File: src/rtl/otter_dmem_arbiter.sv
// Two-master arbiter for the OTTER unified-memory data port.
// Three-phase handshake per access (IDLE/ISSUE/RESP), registered grant and range flag.
module otter_dmem_arbiter #(
  parameter int BRAM_BYTES = 65536,
  parameter bit RR_ENABLE  = 1'b1
) (
  input  logic        i_clk,
  input  logic        i_rst_n,
  input  logic        i_m0_req,
  input  logic        i_m0_we,
  input  logic [3:0]  i_m0_sel,
  input  logic [31:0] i_m0_addr,
  input  logic [31:0] i_m0_wdata,
  output logic        o_m0_ack,
  output logic        o_m0_err,
  output logic [31:0] o_m0_rdata,
  input  logic        i_m1_req,
  input  logic        i_m1_we,
  input  logic [3:0]  i_m1_sel,
  input  logic [31:0] i_m1_addr,
  input  logic [31:0] i_m1_wdata,
  output logic        o_m1_ack,
  output logic        o_m1_err,
  output logic [31:0] o_m1_rdata,
  output logic        o_mem_re,
  output logic        o_mem_we,
  output logic [3:0]  o_mem_sel,
  output logic [31:0] o_mem_addr,
  output logic [31:0] o_mem_wdata,
  input  logic [31:0] i_mem_rdata
);

  localparam logic [1:0]  ST_IDLE  = 2'd0;
  localparam logic [1:0]  ST_ISSUE = 2'd1;
  localparam logic [1:0]  ST_RESP  = 2'd2;
  localparam logic [31:0] ADDR_LIMIT = 32'(BRAM_BYTES);

  logic [1:0] state_reg;
  logic       gnt_reg;
  logic       oor_reg;
  logic       we_reg;
  logic       last_grant_reg;

  logic        any_req;
  logic        grant_next;
  logic [31:0] cand_addr;
  logic        cand_we;

  logic        in_issue;
  logic        in_resp;
  logic        g_we;
  logic [3:0]  g_sel;
  logic [31:0] g_addr;
  logic [31:0] g_wdata;
  logic        rd_ok;

  // Tie-break: round-robin favours the master that did not win last time.
  always_comb begin
    any_req    = i_m0_req | i_m1_req;
    grant_next = 1'b0;
    if (i_m0_req && i_m1_req) begin
      grant_next = RR_ENABLE ? ~last_grant_reg : 1'b0;
    end else if (i_m1_req) begin
      grant_next = 1'b1;
    end
    cand_addr = grant_next ? i_m1_addr : i_m0_addr;
    cand_we   = grant_next ? i_m1_we   : i_m0_we;
  end

  always_ff @(posedge i_clk or negedge i_rst_n) begin
    if (!i_rst_n) begin
      state_reg      <= ST_IDLE;
      gnt_reg        <= 1'b0;
      oor_reg        <= 1'b0;
      we_reg         <= 1'b0;
      last_grant_reg <= 1'b1;
    end else begin
      case (state_reg)
        ST_IDLE: begin
          if (any_req) begin
            gnt_reg   <= grant_next;
            oor_reg   <= (cand_addr >= ADDR_LIMIT);
            we_reg    <= cand_we;
            state_reg <= ST_ISSUE;
          end
        end
        ST_ISSUE: state_reg <= ST_RESP;
        ST_RESP: begin
          last_grant_reg <= gnt_reg;
          state_reg      <= ST_IDLE;
        end
        default: state_reg <= ST_IDLE;
      endcase
    end
  end

  // Outputs decode straight from state so an async reset clears them at once.
  always_comb begin
    in_issue = (state_reg == ST_ISSUE);
    in_resp  = (state_reg == ST_RESP);
    g_we     = we_reg;
    g_sel    = gnt_reg ? i_m1_sel   : i_m0_sel;
    g_addr   = gnt_reg ? i_m1_addr  : i_m0_addr;
    g_wdata  = gnt_reg ? i_m1_wdata : i_m0_wdata;

    o_mem_re    = in_issue & ~oor_reg & ~g_we;
    o_mem_we    = in_issue & ~oor_reg & g_we;
    o_mem_sel   = o_mem_we ? g_sel : 4'b0000;
    o_mem_addr  = in_issue ? g_addr : 32'h0;
    o_mem_wdata = in_issue ? g_wdata : 32'h0;

    rd_ok      = in_resp & ~oor_reg & ~we_reg;
    o_m0_ack   = in_resp & ~gnt_reg;
    o_m1_ack   = in_resp & gnt_reg;
    o_m0_err   = o_m0_ack & oor_reg;
    o_m1_err   = o_m1_ack & oor_reg;
    o_m0_rdata = (rd_ok && !gnt_reg) ? i_mem_rdata : 32'h0;
    o_m1_rdata = (rd_ok && gnt_reg)  ? i_mem_rdata : 32'h0;
  end

endmodule

File: config.mk
export PLATFORM = sky130hd
export DESIGN_NAME = otter_dmem_arbiter
export DESIGN_NICKNAME = d
export VERILOG_FILES = /design/src/rtl/otter_dmem_arbiter.sv
export SDC_FILE = /design/constraint.sdc
export NUM_CORES = 1
export LEC_CHECK = 0
export CAP_MARGIN = 30
export CORE_AREA = 2 2 121 123
export DETAILED_ROUTE_END_ITERATION = 12
export DIE_AREA = 0 0 123 125
export PLACE_DENSITY = 0.52
export REMOVE_ABC_BUFFERS = 1
export SKIP_LAST_GASP = 1
export SYNTH_ARGS = -nofsm -noshare
export SYNTH_HDL_FRONTEND = slang
export SYNTH_SLANG_ARGS = --single-unit
File: constraint.sdc
create_clock -name i_clk -period 1.5 [get_ports i_clk]
set_input_delay 0.3 -clock i_clk [delete_from_list [all_inputs] [get_ports i_clk]]
set_output_delay 0.3 -clock i_clk [all_outputs]
set_load 0.01 [all_outputs]
==> out/qor.yml, run 1 <==
outcome: "complete, but fails checks"
violations: "setup timing"
drive_gt1_share_pct: 49.4
max_freq_mhz: 508
first_pass_iters: 5
grt_pass1_wl_mm: 17.7
wl_mm: 13.6
num_vias: 3399
routedWlPerCell_um: 16.4
cp_common_cell: "buf_6"
initial_core_util_pct: 12.9
slew_headroom_pct: 78.9
grtUsageMet2_pct: 29.9
yosysSeqAreaShare_pct: 8.28
drv_cap: 0
largest_reg_flops: 2
finalCriticalPeriod_ps: 1970
ir_worst_vdd_mv: 0.574
dp_hpwl_mm: 10.1
gp_congestion: 0.802
met1_usage_pct: 14.6
num-nets-final: 821
syn_avg_cell_area_um2: 6.88
path_clk_slew_ps: 40
ios: 312
final_area_um2: 6180
grt_max_degree: 33
dr.first_iter.drc_count: 64
die_x_um: 123
clock_sinks: 6
post-place-cells: 771
hold_buffers: 0
coreArea_um2: 14200
maxSlewViolCount: 0
layout.filler_cells: 1475
crit_path_max_fanout: 8
busiest_layer: "met2"
insertion_delay_ps: 230
endpoint_kind: "output port"
dieArea_um2: 15400
grt.overflow.total: 0
root_buffer: "clkbuf_16"
cpMaxStageDelayCell: "dfrtp_1"
h-tree-depth: 1
cp.required_ps: 1200
use_met3_pct: 3.42
syn_inst: 266
rows: 44
cpPeakStageDelay_ps: 390
port_buffers: 311
grt_setup_unrepaired: "true"
finalNonFillerCells: 830
drc_errors: 0
synth.distinct_cells: 22
netlist_area_um2: 1830
diodes: 0
first_global_vias: 3311
finClkSkew_ps: 3.15
leakagePower_uw: 0.00297
fin_crit_sh_pct: 131
grt_use_total_pct: 14.5
powerDensity_nw_per_um2: 1070
worst_pin_slew_ps: 317
placed_area_um2: 5390
via_per_inst: 4.10
cts_tree: "yes"
synthToLayoutAreaGrowth_pct: 238
cts_buffers: 3
fin_ws_ps: -467
min_path_type: "in -> async"
synth-seq-cells: 6
antenna_found_initial: 0
cts_buffer_depth: 2
setup_viol: 138
path_cells: "nand2b_4 -> nor4_4 -> buf_4 -> buf_6 -> clkbuf_16 -> and2_4 -> buf_6"
start_kind: "register"
hold_viol: 0
die_h_um: 125
critical_path_class: "reg -> out"
crit_arrival_ps: 1670
ys_warn_count: 0
ant_nets: 0
through the flow:
| stage | total power (uW) | setup TNS (ps) | worst slack, ps | hold slack, ps | util [%] |
|---|---|---|---|---|---|
| 6_report | 6590 | -49700 | -467 | 317 | 43.5 |
| 5_1_grt | 6980 | -59190 | -552 | 346 | 43.5 |
| 4_1_cts | 5500 | -77780 | -746 | 328 | 38.8 |
| 3_5_place_dp | 4790 | -61790 | -513 | 457 | 38.0 |
| 3_3_place_gp | 4750 | -59040 | -486 | 454 | 38.0 |
| 2_1_floorplan | 2060 | -257780 | -2370 | 4.41 | - |
synth_stat cells:
library cell   n  area [um2]
nand4_1        2        12.5
nand3b_1       1        7.51
nor4_4         1        21.3
mux2i_1       69         691
nand3b_2       1        11.3
nand2_1        4        15.0
nor4_1         8        50.1
clkbuf_2       6        30.0
nor2_1        71         267
clkbuf_1       1        3.75
dfstp_2        1        26.3
o21ai_1        1        5.00
and2_1        66         413
a21boi_0       1        7.51
o21ai_0        2        10.0
buf_4          1        7.51
inv_1          5        18.8
nor3_2         1        10.0
dfrtp_1        5         125
nor3_1         4        20.0
buf_2         13        65.1
nand2b_1       2        12.5
power by group:
group | leakage [uW] | switching, uW | internal, uW
Combinational | 0.00286 | 2490 | 3320
Sequential | 0.0000662 | 90.9 | 246
Clock | 0.0000382 | 93.7 | 353
Total | 0.00297 | 2670 | 3920
what timing repair did:
| action | in CTS | in global routing |
|---|---|---|
| pin swaps | 8 | 59 |
| setup endpoints to repair | 139 | 140 |
| cloned | 2 | 7 |
| resized for setup | 300 | 408 |
| setup buffers | 24 | 30 |
layer usage:
| metal | part of all wire [%] | up-vias |
|---|---|---|
| met4 | 1.1 | 0 |
| met1 | 34 | 1545 |
| met3 | 8.9 | 10 |
| met5 | 0 | - |
| li1 | - | 1648 |
| met2 | 56 | 196 |
path summary, 6_finish.rpt:
check,from,endpoint,slack [ps],cells past startpoint
hold reg to reg,last_grant_reg,last_grant_reg,460,2
max in group asynchronous,i_rst_n,last_grant_reg,910,1
hold / removal,i_rst_n,g_we,320,1
setup reg to reg,state_reg[0],oor_reg,160,7
setup / recovery,state_reg[0],o_m0_rdata[23],-470,7
min in group i_clk,last_grant_reg,last_grant_reg,460,2
cells by family after synthesis:
group | synth area share [%]
AND/OR/NAND/NOR | 45.9
multiplexers | 37.8
buffers and inverters | 6.84
flip-flops | 8.28
AO/OA/AOI/OAI | 1.23
layout make-up:
cell class / instances / area [um2] / area share, %
timing repair buffer: 397 / 3800 / 61.5
inverter: 5 / 21.3 / 0.344
sequential: 6 / 158 / 2.55
multi-input combinational: 234 / 1890 / 30.6
tap: 184 / 230 / 3.72
clock buffer: 4 / 78.8 / 1.28
layout by cell type, fill, tap and decap left out, types with 3 or more instances in the layout:
cell / Yosys / routed
clkdlybuf4s50_1: 0 / 168
buf_2: 13 / 88
buf_6: 0 / 87
nor2_1: 71 / 60
mux2i_1: 69 / 50
and2_4: 0 / 41
and2_1: 66 / 25
buf_4: 1 / 25
mux2i_2: 0 / 17
nor2_2: 0 / 9
buf_12: 0 / 9
clkbuf_16: 0 / 8
nor4_2: 0 / 7
buf_8: 0 / 5
nand2_1: 4 / 4
dlymetal6s2s_1: 0 / 4
inv_1: 5 / 3
critical path: cells and delay by family (launching register included):
| family | cells | cell delay (ps) |
|---|---|---|
| and+or+nand+nor | 3 | 540 |
| buffers and inverters | 4 | 500 |
| DFF | 1 | 390 |
Power figures use the tool's default switching activity.
==> run 2, diff against run 1 <==
CTS_CLUSTER_DIAMETER = 200   (was not set)
SLEW_MARGIN = 30   (was not set)
==> results of run 2 <==
Same layout as run 1: the final DEF is identical, and so are final timing and power.
